`config.mk`:
```
export PLATFORM = sky130hd
export DESIGN_NAME = lcd_cmd_sched
export DESIGN_NICKNAME = d
export VERILOG_FILES = /design/src/rtl/lcd_cmd_sched.sv
export SDC_FILE = /design/constraint.sdc
export NUM_CORES = 1
export LEC_CHECK = 0
export CAP_MARGIN = 20
export CORE_MARGIN = 2
export CORE_UTILIZATION = 35
export CTS_CLUSTER_SIZE = 12
export DETAILED_ROUTE_END_ITERATION = 10
export PLACE_DENSITY = 0.51
export SLEW_MARGIN = 5
export SYNTH_ARGS = -nofsm -noshare
export SYNTH_HDL_FRONTEND = slang
export SYNTH_SLANG_ARGS = --single-unit
```
`constraint.sdc`:
```
create_clock -name clk -period 5.95 [get_ports clk]
set_clock_uncertainty 0.15 [all_clocks]
set_input_delay 1.19 -clock clk [delete_from_list [all_inputs] [get_ports clk]]
set_output_delay 1.19 -clock clk [all_outputs]
set_load 0.01 [all_outputs]
```
`src/rtl/lcd_cmd_sched.sv`:
```
// lcd_cmd_sched: two-requester command scheduler in front of the 8x8 LCD image
// controller. Each requester owns a small FIFO; commands are issued one at a
// time on the cmd/cmd_valid/busy handshake, and the final WRITE (0x0) is always
// the last command issued. Completion is flagged once the controller's done rises.
// Build option:
//   LCD_SCHED_FIXED_PRIO_EN - strict priority to requester 0 (default: round-robin).
module lcd_cmd_sched #(
  parameter int DEPTH = 4,
  parameter int PTR_W = 2
) (
  input  logic       clk,
  input  logic       reset,
  input  logic       req0_valid,
  input  logic [3:0] req0_cmd,
  output logic       req0_ready,
  input  logic       req1_valid,
  input  logic [3:0] req1_cmd,
  output logic       req1_ready,
  input  logic       lcd_busy,
  input  logic       lcd_done,
  output logic [3:0] lcd_cmd,
  output logic       lcd_cmd_valid,
  output logic       grant_id,
  output logic       illegal_cmd,
  output logic       seq_done
);

  typedef enum logic [2:0] {
    S_INIT  = 3'd0,
    S_ARB   = 3'd1,
    S_WAIT  = 3'd2,
    S_FINAL = 3'd3,
    S_DONE  = 3'd4
  } state_t;

  localparam logic [PTR_W:0] FULL_CNT = (PTR_W+1)'(DEPTH);

  // Codes 0xC..0xF are not valid controller commands.
  function automatic logic is_illegal(input logic [3:0] c);
    return c[3:2] == 2'b11;
  endfunction

  state_t state, state_nx;

  logic [3:0]       mem0 [DEPTH];
  logic [3:0]       mem1 [DEPTH];
  logic [PTR_W-1:0] wp0, rp0, wp1, rp1;
  logic [PTR_W:0]   cnt0, cnt1;
  logic             full0, full1, empty0, empty1;
  logic [3:0]       head0, head1;
  logic             push0, push1, store0, store1, bad0, bad1;
  logic             pop0, pop1;
  logic             elig0, elig1;
  logic             final_seen;

  // Arbitration-stage decision (combinational, registered into the outputs)
  logic             vld_p0;
  logic             sel_p0;
  logic [3:0]       cmd_p0;

  assign full0  = (cnt0 == FULL_CNT);
  assign full1  = (cnt1 == FULL_CNT);
  assign empty0 = (cnt0 == '0);
  assign empty1 = (cnt1 == '0);
  assign head0  = mem0[rp0];
  assign head1  = mem1[rp1];

  assign req0_ready = !full0 && !final_seen;
  assign req1_ready = !full1 && !final_seen;
  assign push0  = req0_valid && req0_ready;
  assign push1  = req1_valid && req1_ready;
  assign store0 = push0 && !is_illegal(req0_cmd);
  assign store1 = push1 && !is_illegal(req1_cmd);
  assign bad0   = push0 && is_illegal(req0_cmd);
  assign bad1   = push1 && is_illegal(req1_cmd);

  // A WRITE at the head waits while the other FIFO still holds earlier work.
  // If both heads are WRITE (pushed together) either may go.
  assign elig0 = !empty0 && ((head0 != 4'h0) || empty1 || (head1 == 4'h0));
  assign elig1 = !empty1 && ((head1 != 4'h0) || empty0 || (head0 == 4'h0));

`ifdef LCD_SCHED_FIXED_PRIO_EN
  assign sel_p0 = !elig0;
`else
  logic prio;
  assign sel_p0 = elig1 && (!elig0 || prio);

  // Round-robin pointer: after each issue, favour the requester that lost.
  always_ff @(posedge clk or posedge reset) begin
    if (reset)       prio <= 1'b0;
    else if (vld_p0) prio <= !sel_p0;
  end
`endif

  assign cmd_p0 = sel_p0 ? head1 : head0;
  assign pop0   = vld_p0 && !sel_p0;
  assign pop1   = vld_p0 && sel_p0;

  // State register
  always_ff @(posedge clk or posedge reset) begin
    if (reset) state <= S_INIT;
    else       state <= state_nx;
  end

  // Next-state logic and issue decision
  always_comb begin
    state_nx = state;
    vld_p0   = 1'b0;
    case (state)
      S_INIT:  if (!lcd_busy) state_nx = S_ARB;
      S_ARB: begin
        if (!lcd_busy && (elig0 || elig1)) begin
          vld_p0   = 1'b1;
          state_nx = (cmd_p0 == 4'h0) ? S_FINAL : S_WAIT;
        end
      end
      S_WAIT:  state_nx = S_ARB;
      S_FINAL: if (lcd_done) state_nx = S_DONE;
      S_DONE:  state_nx = S_DONE;
      default: state_nx = S_INIT;
    endcase
  end

  // FIFO storage (data only, no reset needed)
  always_ff @(posedge clk) begin
    if (store0) mem0[wp0] <= req0_cmd;
    if (store1) mem1[wp1] <= req1_cmd;
  end

  // FIFO pointers and occupancy; simultaneous push/pop leaves the count unchanged
  always_ff @(posedge clk or posedge reset) begin
    if (reset) begin
      wp0  <= '0;
      rp0  <= '0;
      cnt0 <= '0;
      wp1  <= '0;
      rp1  <= '0;
      cnt1 <= '0;
    end else begin
      if (store0) wp0 <= wp0 + PTR_W'(1);
      if (pop0)   rp0 <= rp0 + PTR_W'(1);
      if (store1) wp1 <= wp1 + PTR_W'(1);
      if (pop1)   rp1 <= rp1 + PTR_W'(1);
      cnt0 <= cnt0 + {{PTR_W{1'b0}}, store0} - {{PTR_W{1'b0}}, pop0};
      cnt1 <= cnt1 + {{PTR_W{1'b0}}, store1} - {{PTR_W{1'b0}}, pop1};
    end
  end

  // Once a WRITE is accepted, no further pushes are taken
  always_ff @(posedge clk or posedge reset) begin
    if (reset) final_seen <= 1'b0;
    else       final_seen <= final_seen
                             | (store0 && (req0_cmd == 4'h0))
                             | (store1 && (req1_cmd == 4'h0));
  end

  // Registered controller interface and status outputs
  always_ff @(posedge clk or posedge reset) begin
    if (reset) begin
      lcd_cmd       <= 4'h0;
      lcd_cmd_valid <= 1'b0;
      grant_id      <= 1'b0;
      illegal_cmd   <= 1'b0;
      seq_done      <= 1'b0;
    end else begin
      lcd_cmd_valid <= vld_p0;
      if (vld_p0) begin
        lcd_cmd  <= cmd_p0;
        grant_id <= sel_p0;
      end
      illegal_cmd <= bad0 || bad1;
      seq_done    <= seq_done || ((state == S_FINAL) && lcd_done);
    end
  end

endmodule

```
==> results.md, run 1 <==
Status:
- The run finished with clean final reports.

Worst setup path:
- The critical path class is flop to flop.
- The category of the worst setup path capture point is a flop.
- At the worst endpoint, the arrival time is 3810 ps.
- The critical path startpoint category is a flop.
- Of all nets on the critical path, the largest fanout is 11.
- For the worst setup path, the data required time is 6050 ps.

Synth:
- The proportion of register bits with asynchronous set or reset after synthesis is 45.76%.
- The dominant synthesized flop cell is sky130_fd_sc_hd__edfxtp_1.
- The post-synth design cell area is 2739 µm².
- The number of different library cells used by synthesis comes to 43.
- In the post-synthesis netlist, the biggest area contributors are sky130_fd_sc_hd__edfxtp_1 (35%), sky130_fd_sc_hd__dfrtp_1 (25%), sky130_fd_sc_hd__ha_1 (5.5%).
- The cell accounting for the most synthesized area is sky130_fd_sc_hd__edfxtp_1.
- The number of flip-flops and latches in the synthesized netlist is 59.
- The number of enable flip-flop cells after synthesis is 32.
- The post-synthesis net count is 238.
- Yosys printed 0 warnings.
- Dividing the synthesized area by the synthesized cell count gives 13.04 µm².
- The most common cell in the synthesized netlist is sky130_fd_sc_hd__edfxtp_1.
- The commonest cells after synthesis are sky130_fd_sc_hd__edfxtp_1 (32), sky130_fd_sc_hd__dfrtp_1 (27), sky130_fd_sc_hd__inv_1 (17).
- After synthesis, flip-flops and latches occupy 59.75% of the total area.
- The top cell type by area accounts for 35.08% of the synthesized area.
- The cell count after synthesis is 210.

Drt:
- The final route contains 1,647 vias.
- The count of unresolved DRC violations after routing is 0.
- In this run the remaining antenna-violating nets after routing total 0.
- The routed via count divided by cell count is 4.760.
- Before antenna repair, the detailed router went through 4 iterations.
- The routed wire length is 4.906 mm.
- The average wire length per cell after detail routing is 14.18 µm.
- The starting DRC count in detailed routing is 53.

Cells and area:
- The share of final-layout standard cells stronger than drive strength 1 is 11.48%.
- The final net count is 268.
- The number of filler cells placed in the layout is 704.
- The area growth from synthesis to final layout is 18.50%.
- The number of antenna repair diodes is 0.

STA:
- After layout, the worst path uses 62.32% of the clock period.
- The worst path needs 3708 ps of the cycle, external delays included.
- The max-slew violation count was 0.
- Headroom to the max-slew limit came out at 55.75%.
- Setup repair after global routing left no endpoint under its margin.
- Hold timing on the final database bottoms out at a slack of 321.0 ps.
- Setup slack closes at 2242 ps.
- For the pin with the worst max-slew slack, the measured transition is 657.7 ps.
- The number of hold violations in the final report came to 0.
- The final setup violation count is 0.
- The sum of negative setup slack is 0 ps.
- The achievable frequency is 0.2697 GHz.

Global route:
- The overall global routing resource usage is 13.19%.
- The number of global-route vias before repair is 1,657.
- Entering global routing, the biggest net connects 21 pins.
- The number of antenna violations at the first check in global routing is 0.
- The aggregate global routing overflow is 0.
- The first global-routing pass estimated 8.314 mm of wire.

Clock tree:
- The number of setup buffers added after CTS is 0.
- The number of hold buffers added after CTS is 0.
- In this run the clock root is driven by a sky130_fd_sc_hd__clkbuf_8.
- The maximum clock path buffer count is 2.
- Clock latency on the worst-skew pair, taken at its later pin, is 330 ps.
- Once the clock tree was built, the resizer swapped 0 gates to a different size.
- The number of sinks on the clock net is 59.
- The maximum level of the CTS H-tree is 3.
- Clock-pin slew was measured on the worst setup and hold paths at 70 ps.
- The number of clock buffers added by TritonCTS is 9.
- The TritonCTS clock tree is built.

Place:
- The routability-driven placement congestion ratio is 0.7593.
- The detailed placement HPWL is 3.730 mm.
- The count of buffers inserted at the top-level ports is 23.
- The post-placement worst setup slack is 1923 ps.

Die:
- The number of top-level design ports is 24.
- The die boundary height is 92.46 µm.
- The total core area is 7647 µm².
- The floorplan die width is 92.46 µm.
- The overall die area is 8549 µm².
- The number of standard-cell rows in the floorplan is 32.
- The initial utilization of the core area, before any placement, comes to 35.81%.

Power and ir drop:
- The largest voltage drop on the vdd net is 0.1992 mV.
- The leakage power figure is 0.001268 µW.
- The cell area power density is 470.6 nW/µm².

Flow run:
- Max-cap violations in this run came to 0.

Min path:
- In this run the worst hold path is classified as flop to flop.
[report_power, final]
part | internal [µW] | leakage (µW) | total, µW | switching (µW)
Combinational | 293 | 0.000577 | 584 | 291
Clock | 145 | 0.0000804 | 288 | 143
Sequential | 543 | 0.000610 | 655 | 112
[cells in the final DEF (no fill, tap or decap), types with 4 or more instances in the layout]
| cell type | n |
|---|---|
| sky130_fd_sc_hd__clkdlybuf4s50_1 | 23 |
| sky130_fd_sc_hd__ha_1 | 12 |
| sky130_fd_sc_hd__edfxtp_1 | 32 |
| sky130_fd_sc_hd__o21ai_0 | 5 |
| sky130_fd_sc_hd__nor2_1 | 12 |
| sky130_fd_sc_hd__dfrtp_1 | 27 |
| sky130_fd_sc_hd__mux2_2 | 4 |
| sky130_fd_sc_hd__and2_1 | 8 |
| sky130_fd_sc_hd__mux2i_1 | 7 |
| sky130_fd_sc_hd__inv_1 | 17 |
| sky130_fd_sc_hd__xnor2_1 | 9 |
| sky130_fd_sc_hd__mux4_2 | 4 |
| sky130_fd_sc_hd__clkbuf_8 | 9 |
| sky130_fd_sc_hd__a21oi_1 | 8 |
| sky130_fd_sc_hd__nand2_1 | 16 |
| sky130_fd_sc_hd__nand3_1 | 5 |
[sequential cells by signal, summed over array words and instances, names as in the netlist, 3 cells and up]
name / flops
cnt0: 3
cnt1: 3
lcd_cmd: 4
mem0: 16
mem1: 16
state: 3
[per-layer routing]
layer  vias to the layer above  track usage (%)  share of wire [%]
met4                         0            6.716                2.2
met1                       794            17.95                 50
met2                        29            18.86                 44
li1                        816                -                  -
met3                         8            4.231                3.8
met5                         -                0                  0
[worst paths after layout]
check                      startpoint       end  slack (ps)  cells past startpoint
setup / recovery              cnt1[1]   cnt1[2]        2240                     14
hold / removal               seq_done  seq_done         320                      1
setup reg to reg              cnt1[1]   cnt1[2]        2240                     14
hold reg to reg              seq_done  seq_done         320                      1
max in group asynchronous       reset  state[2]        4230                      3
min in group asynchronous       reset    wp0[0]         990                      2
[logic make-up (layout without fill, tap and decap cells)]
family,count (synthesis),in the layout,synth area share [%]
adder cells (fa/ha/maj),14,14,6.944
AO/OA/AOI/OAI,31,31,8.086
multiplexers,15,15,7.492
AND/OR/NAND/NOR,59,59,11.15
buffers and inverters,22,56,3.381
flip-flops,59,59,59.75
XOR/XNOR,10,10,3.198
[cell type report]
cell class / count / area, µm² / share of cell area, %
clock inverter: 4 / 18.77 / 0.5783
timing repair buffer: 24 / 257.7 / 7.941
sequential: 59 / 1637 / 50.42
multi-input combinational: 129 / 1010 / 31.11
clock buffer: 11 / 131.4 / 4.048
inverter: 17 / 63.81 / 1.966
tap: 102 / 127.6 / 3.932
[worst max-delay path, stage by stage (launching register included)]
cell and delay (ps):
sky130_fd_sc_hd__dfrtp_1 430, sky130_fd_sc_hd__or3_1 470, sky130_fd_sc_hd__nor4_1 530, sky130_fd_sc_hd__nor2_1 120
sky130_fd_sc_hd__nand2_1 230, sky130_fd_sc_hd__inv_1 230, sky130_fd_sc_hd__nand3_1 210, sky130_fd_sc_hd__inv_1 90
sky130_fd_sc_hd__ha_1 270, sky130_fd_sc_hd__inv_1 50, sky130_fd_sc_hd__ha_1 120, sky130_fd_sc_hd__inv_1 40
sky130_fd_sc_hd__fa_1 370, sky130_fd_sc_hd__xnor2_1 180, sky130_fd_sc_hd__xnor2_1 130
[through the flow]
step / utilization (%) / std cells / total power (µW) / area (µm²)
after global placement: 40.12 / 330 / 1254 / 3068
after CTS: 42.44 / 346 / 1554 / 3246
after floorplan: - / 210 / 1080 / 2739
after global routing: 42.44 / 346 / 1661 / 3246
after detailed placement: 40.48 / 331 / 1259 / 3095
final: 42.44 / 346 / 1527 / 3246
(Power assumes the default switching activity.)
==> run 2: changes to the inputs <==
--- a/config.mk
+++ b/config.mk
@@ -10,7 +10,7 @@
 export CORE_UTILIZATION = 35
 export CTS_CLUSTER_SIZE = 12
 export DETAILED_ROUTE_END_ITERATION = 10
-export PLACE_DENSITY = 0.51
+export PLACE_DENSITY = 0.53
 export SLEW_MARGIN = 5
 export SYNTH_ARGS = -nofsm -noshare
 export SYNTH_HDL_FRONTEND = slang
==> constraint.sdc (replaced) <==
create_clock -name clk -period 3.1 [get_ports clk]
set_clock_uncertainty 0.15 [all_clocks]
set_input_delay 0.62 -clock clk [delete_from_list [all_inputs] [get_ports clk]]
set_output_delay 0.62 -clock clk [all_outputs]
set_load 0.01 [all_outputs]
==> run 2 against run 1 <==
  * The run now ends with setup timing left
  * Critical path type unchanged
  * Via count is 6.9% higher
  * Highest routed layer unchanged
  * Total power increased by 120%
  * Cell area up 9.4%
==> results.md, run 2 (synthesized netlist as in run 1, its figures left out) <==
Global route:
- The overall global routing resource usage is 13.83%.
- The number of global-route vias before repair is 1,799.
- The number of antenna violations at the first check in global routing came to 0.
- Entering global routing, the biggest net connects 28 pins.
- The first-pass GRT wire length is 8.687 mm.
- The total overflow left after global routing is 0.

Clock tree:
- The maximum level of the CTS H-tree is 3.
- The number of sinks on the clock net is 59.
- The number of hold buffers added after CTS is 0.
- The clock insertion delay at the later pin of the skew report is 350 ps.
- The clock tree root driver cell is sky130_fd_sc_hd__clkbuf_8.
- The clock-pin transition on the worst setup and hold timing paths is 60 ps.
- The TritonCTS clock tree is built.
- The number of clock buffers added by TritonCTS is 9.
- The maximum clock path buffer count is 2.

Die:
- The overall die area is 8549 µm².
- The floorplan die width is 92.46 µm.
- The floorplan has 32 rows.
- The initial utilization of the core area, before any placement, comes to 35.81%.
- The total area inside the core boundary comes to 7647 µm².
- 24 I/O pins were placed.
- The die boundary height is 92.46 µm.

Place:
- The standard cell area after detailed placement is 3351 µm².
- Input and output buffers added on the ports amount to 23.
- The detailed placement HPWL is 3.972 mm.
- At the end of routability-driven placement, the weighted congestion stood at 0.7378.

Worst setup path:
- Traced cell by cell, the critical path runs through mux4_2 -> or2_1 -> or4b_4 -> a21oi_4 -> ha_1 -> inv_1 -> ha_1 -> inv_1 -> fa_2 -> xnor2_2 -> xnor2_1.
- Data on the critical path arrives at its endpoint at 3300 ps.
- Along the worst path, the maximum fanout reaches 3.
- The worst setup path is of the flop to flop kind.
- The largest individual stage delay along the critical path comes from the cell sky130_fd_sc_hd__or4b_4.
- The worst setup path is captured at a flop.
- The worst setup path is launched from a flop.
- For this run, the slowest stage of the critical path takes 540 ps.
- The critical path contains buffers and inverters numbering 2 combined.
- The data required time at the worst endpoint is 3180 ps.
- The family with the most delay on the worst path is simple AND/OR/NAND/NOR gates.

Cells and area:
- The number of antenna repair diodes is 0.
- The library cells used most frequently in the layout, excluding fill and tap cells, are sky130_fd_sc_hd__edfxtp_1 (32), sky130_fd_sc_hd__buf_4 (32), sky130_fd_sc_hd__dfrtp_1 (27).
- The area of all placed cells without fillers is 3552 µm².
- Of the cells placed in the final design, the portion with a size suffix greater than 1 is 26.09%.
- For this run, the post-layout net count is 299.
- The area growth from synthesis to final layout is 29.69%.
- The largest registers in the layout are mem0 (16), mem1 (16), lcd_cmd (4).

Drt:
- Using the TritonRoute via totals, the vias-per-cell ratio works out to 4.656.
- For this block, the initial DRC count from the detailed router was 56.
- The first detailed-routing pass ran for 4 iterations.
- The met1 routed wirelength after detailed routing is 2.449 mm.
- After detailed routing, the average wire length per cell comes to 13.69 µm.
- The via total after detailed routing is 1,760.
- The total met2 wirelength after detailed routing is 2.401 mm.
- The count of unresolved DRC violations after routing is 0.
- The top metal layer carrying routed signals is met4.
- The met3 routed wirelength is 195 µm.
- The routed wire length is 5.173 mm.
- The post-detailed-route count of antenna-violating nets is 0.

Power and ir drop:
- In this run the static leakage power is 0.001429 µW.
- Power spread over the standard cell area amounts to 951.7 nW/µm².
- The largest voltage drop on the vdd net is 0.3070 mV.
- The completed layout was analyzed and its total power is 3380 µW.

STA:
- Static timing analysis puts the maximum clock frequency at 0.3110 GHz.
- The final period demand of the worst path is 3215 ps.
- Setup repair after global routing could not meet its margin everywhere.
- The period utilization is 103.7%.
- The number of hold violations in the final report is 0.
- The worst hold slack is 317.0 ps.
- Setup violations remaining at the end of the flow were counted as 3.
- The max-slew violation count is 0.
- The sum of negative setup slack is -192.6 ps.
- The least setup slack across all paths after layout is -115.2 ps.
- At the pin with the least slew margin, the transition time is 441.0 ps.
- The worst max-slew margin expressed relative to the limit is 70.37%.

Status:
- The flow ran to the end, but the final reports show violations.
- The final reports fail on setup timing.

Min path:
- In this run the worst hold path is classified as flop to flop.

Flow run:
- The number of max-cap violations is 0.
==> run 2: cell count changes in the layout (fill, tap and decap cells not counted), sizes merged <==
cell / delta
buf: +31
bufinv: +1
clkbuf: -1
clkinvlp: +1
==> run 2: cell type report <==
cell class                      instances  area [µm²]
Inverter                               17       66.31
Timing Repair Buffer                   55       470.5
Multi-Input combinational cell        129        1067
Tap cell                              102       127.6
Clock buffer                           10       127.6
Clock inverter                          6       56.30
Sequential cell                        59        1637
Fill cell                             709        4095
==> run 2: worst paths after layout <==
kind	endpoint	slack, ps	start	cells past startpoint
worst max-delay path	cnt0[2]	-120	rp1[0]	11
worst min-delay path	seq_done	320	seq_done	1
worst max register to register	cnt0[2]	-120	rp1[0]	11
worst min register to register	seq_done	320	seq_done	1
max in group asynchronous	rp1[0]	2040	reset	3
min in group asynchronous	wp1[0]	480	reset	3
==> run 2: repair_timing <==
action / in CTS / in global routing
hold endpoints to repair: 0 / 0
setup buffers: 1 / 0
pin swaps: 5 / 0
endpoints found under the setup margin: 4 / 4
resized for setup: 2 / 1
==> run 2: through the flow <==
stage / util [%] / std cells / worst slack, ps
CTS: 46.45 / 378 / -137.3
global route: 46.45 / 378 / -295.8
global placement: 43.82 / 361 / -115.2
detailed placement: 43.82 / 361 / -165.6
floorplan: - / 210 / -152.2
finish: 46.45 / 378 / -115.2
==> run 2: where the power goes <==
part | internal (µW) | leakage [µW] | switching [µW]
Combinational | 820 | 0.000725 | 710
Sequential | 1040 | 0.000610 | 151
Clock | 363 | 0.0000935 | 293
==> run 2: layer usage <==
metal  GRT usage (%)  up-vias
met3           3.743       11
li1                -      883
met5               0        -
met4           8.955        0
met1           16.67      836
met2           21.84       30
==> run 3: changes to the inputs <==
--- a/config.mk
+++ b/config.mk
@@ -7,10 +7,10 @@
 export LEC_CHECK = 0
 export CAP_MARGIN = 20
 export CORE_MARGIN = 2
-export CORE_UTILIZATION = 35
+export CORE_UTILIZATION = 50
 export CTS_CLUSTER_SIZE = 12
 export DETAILED_ROUTE_END_ITERATION = 10
-export PLACE_DENSITY = 0.53
+export PLACE_DENSITY = 0.71
 export SLEW_MARGIN = 5
 export SYNTH_ARGS = -nofsm -noshare
 export SYNTH_HDL_FRONTEND = slang
==> constraint.sdc (replaced) <==
create_clock -name clk -period 3.1 [get_ports clk]
set_clock_uncertainty 0.15 [all_clocks]
set_input_delay 0.62 -clock clk [delete_from_list [all_inputs] [get_ports clk]]
set_output_delay 0.62 -clock clk [all_outputs]
set_load 0.02 [all_outputs]
==> run 3 against run 2 <==
  * Total power shrank 1.3%
  * Fmax fell by 1.1%
  * Critical path depth unchanged
  * Non-clock buffer count down 6
  * Critical path type unchanged
  * The run still ends with setup timing left
  * Clock power is 11% lower
  * Sequential power is essentially flat
  * Cell count is 10% lower
  * Utilization increased by 20 points
  * Clock-buffer cell count is 3 higher
  * Register-to-register slack got worse by 40 ps
  * Cell area down 2.2%
  * Sequential share of layout area grew 1.0 points
==> results.md, run 3 (synthesized netlist as in run 1, its figures left out) <==
STA:
- Static timing analysis puts the maximum clock frequency at 0.3076 GHz.
- The worst max-slew margin expressed relative to the limit is 65.92%.
- Setup repair after global routing could not meet its margin everywhere.
- The max-slew violation count is 0.
- The number of hold violations in the final report came to 0.
- After layout, the minimum clock period comes to 3251 ps.
- The sum of negative setup slack is -315.7 ps.
- The final setup violation count is 4.
- Across all hold checks on the routed design, the worst slack comes to 318.9 ps.
- For the pin with the worst max-slew slack, the measured transition is 505.9 ps.
- After layout, the worst setup slack is -150.8 ps.
- The period utilization is 104.9%.

Clock tree:
- TritonCTS built the clock tree.
- The number of hold buffers added after CTS was 0.
- The maximum level of the CTS H-tree is 3.
- The clock reaches the later pin of the worst-skew pair after 340 ps.
- Clock-pin slew was measured on the worst setup and hold paths at 60 ps.
- The clock tree root driver cell is sky130_fd_sc_hd__clkbuf_8.
- The CTS buffer count is 9.
- The maximum clock path buffer count is 2.
- The number of sinks on the clock net is 59.

Place:
- Summed over all nets, the half-perimeter wirelength after detailed placement is 3.655 mm.
- The count of buffers inserted at the top-level ports is 23.
- The congestion estimate from routability-driven global placement came to 0.8220.
- Once placement completed, the tool counted placed cells totaling 322.

Die:
- The die is 78.01 µm tall.
- The overall die area is 6086 µm².
- The number of top-level design ports is 24.
- The floorplan die width is 78.01 µm.
- In this run the standard cell core region covers 5205 µm².
- The number of standard-cell rows in the floorplan is 26.
- The initial utilization of the core area, before any placement, comes to 52.62%.

Power and ir drop:
- The leakage power figure is 0.001389 µW.
- Power spread over the standard cell area amounts to 960.6 nW/µm².
- Across the VDD grid, the largest voltage drop is 0.5750 mV.
- Power comes to 3336 µW.

Drt:
- The number of detailed-routing iterations run before antenna repair is 4.
- The routed wire length is 4.989 mm.
- For this block, the initial DRC count from the detailed router was 137.
- The via total after detailed routing is 1,778.
- The count of unresolved DRC violations after routing is 0.
- The post-detailed-route count of antenna-violating nets is 0.
- In the final routed layout, each cell accounts on average for 14.67 µm.
- In the routed layout, each cell is associated on average with a via count of 5.229.

Flow run:
- The number of max-cap violations is 0.

Worst setup path:
- The worst setup path is captured at a flop.
- The maximum fanout count along the critical path is 3.
- The critical path startpoint category is a flop.
- At the worst endpoint, the arrival time is 3310 ps.
- The critical path is of the flop to flop type.
- The data required time at the worst endpoint is 3160 ps.

Status:
- The run finished, with violations left.
- The checks that failed: setup timing.

Cells and area:
- The largest registers in the layout are mem0 (16), mem1 (16), lcd_cmd (4).
- Of the cells placed in the final design, the portion with a size suffix greater than 1 is 25.93%.
- Leaving out fill and tap cells, the most frequent cells in the layout are sky130_fd_sc_hd__edfxtp_1 (32), sky130_fd_sc_hd__dfrtp_1 (27), sky130_fd_sc_hd__buf_4 (26).
- The most frequent standard cell in the layout excluding fill and tap cells is sky130_fd_sc_hd__edfxtp_1.
- The count of cells in the finished layout, fillers not included, comes to 340.
- The storage element area is 1637 µm².
- The area growth from synthesis to final layout is 26.82%.
- The number of filler cells placed in the layout is 401.
- The number of antenna diodes in the final layout is 0.
- The multi-input combinational cells in the finished layout cover a total of 1095 µm².
- For this run, the post-layout net count is 293.

Min path:
- The tightest min-delay check is of the flop to flop type.

Global route:
- The first global-routing pass estimated 8.618 mm of wire.
- The number of global-route vias before repair is 1,830.
- After global routing the overflow that remains totals 0.
- The number of antenna violations at the first check in global routing is 0.
- The overall global routing resource usage is 19.08%.
- The pin count of the biggest net entering global routing is 28.
==> run 3: timing repair <==
item	CTS	global route
pin swaps	2	3
endpoints found under the hold margin	0	0
buffers inserted	2	0
resized for setup	2	8
setup endpoints to repair	4	4
==> run 3: per-layer routing <==
metal  vias to the layer above  GRT usage, %  share of wire, %
li1                        872             -                 -
met1                       853         26.43                49
met2                        41         27.67                45
met3                        12         3.908               3.6
met4                         0         11.93               2.5
met5                         -             0                 0
==> run 3: critical path, stage by stage (launching register included) <==
cell and delay, ps:
sky130_fd_sc_hd__dfrtp_1 420, sky130_fd_sc_hd__mux4_2 540, sky130_fd_sc_hd__or2_4 270, sky130_fd_sc_hd__or4b_4 540
sky130_fd_sc_hd__a21oi_4 180, sky130_fd_sc_hd__ha_4 220, sky130_fd_sc_hd__inv_2 60, sky130_fd_sc_hd__ha_4 110
sky130_fd_sc_hd__inv_2 30, sky130_fd_sc_hd__fa_2 340, sky130_fd_sc_hd__xnor2_2 150, sky130_fd_sc_hd__xnor2_1 130
==> run 3: report_power, final <==
| part | leakage (µW) | total (µW) | internal, µW | switching, µW |
|---|---|---|---|---|
| Sequential | 0.000610 | 1200 | 1040 | 162 |
| Clock | 0.0000848 | 587 | 307 | 280 |
| Combinational | 0.000694 | 1540 | 794 | 750 |
==> run 3: layout make-up <==
type                       count  area share [%]
tap                           70           2.522
multi-input combinational    129           31.52
inverter                      17           1.909
timing repair buffer          49           12.25
clock inverter                 3          0.3963
clock buffer                  13           4.287
sequential                    59           47.12
==> run 3: per-stage QoR <==
stage | setup slack, ps | utilization [%] | instance area, µm²
final | -150.8 | 66.73 | 3473
after global routing | -248.2 | 66.73 | 3473
after CTS | -172.3 | 66.15 | 3443
after detailed placement | -190.1 | 62.60 | 3258
after global placement | -113.4 | 62.60 | 3258
after floorplan | -152.2 | - | 2789
==> run 3: final timing paths <==
| kind | from | to | slack (ps) | cells after the start |
|---|---|---|---|---|
| max in group asynchronous | reset | state[0] | 2030 | 3 |
| worst max register to register | rp1[0] | cnt0[2] | -150 | 11 |
| worst min register to register | seq_done | seq_done | 320 | 1 |
| worst max-delay path | rp1[0] | cnt0[2] | -150 | 11 |
| min in group asynchronous | reset | wp1[1] | 510 | 3 |
| worst min-delay path | seq_done | seq_done | 320 | 1 |
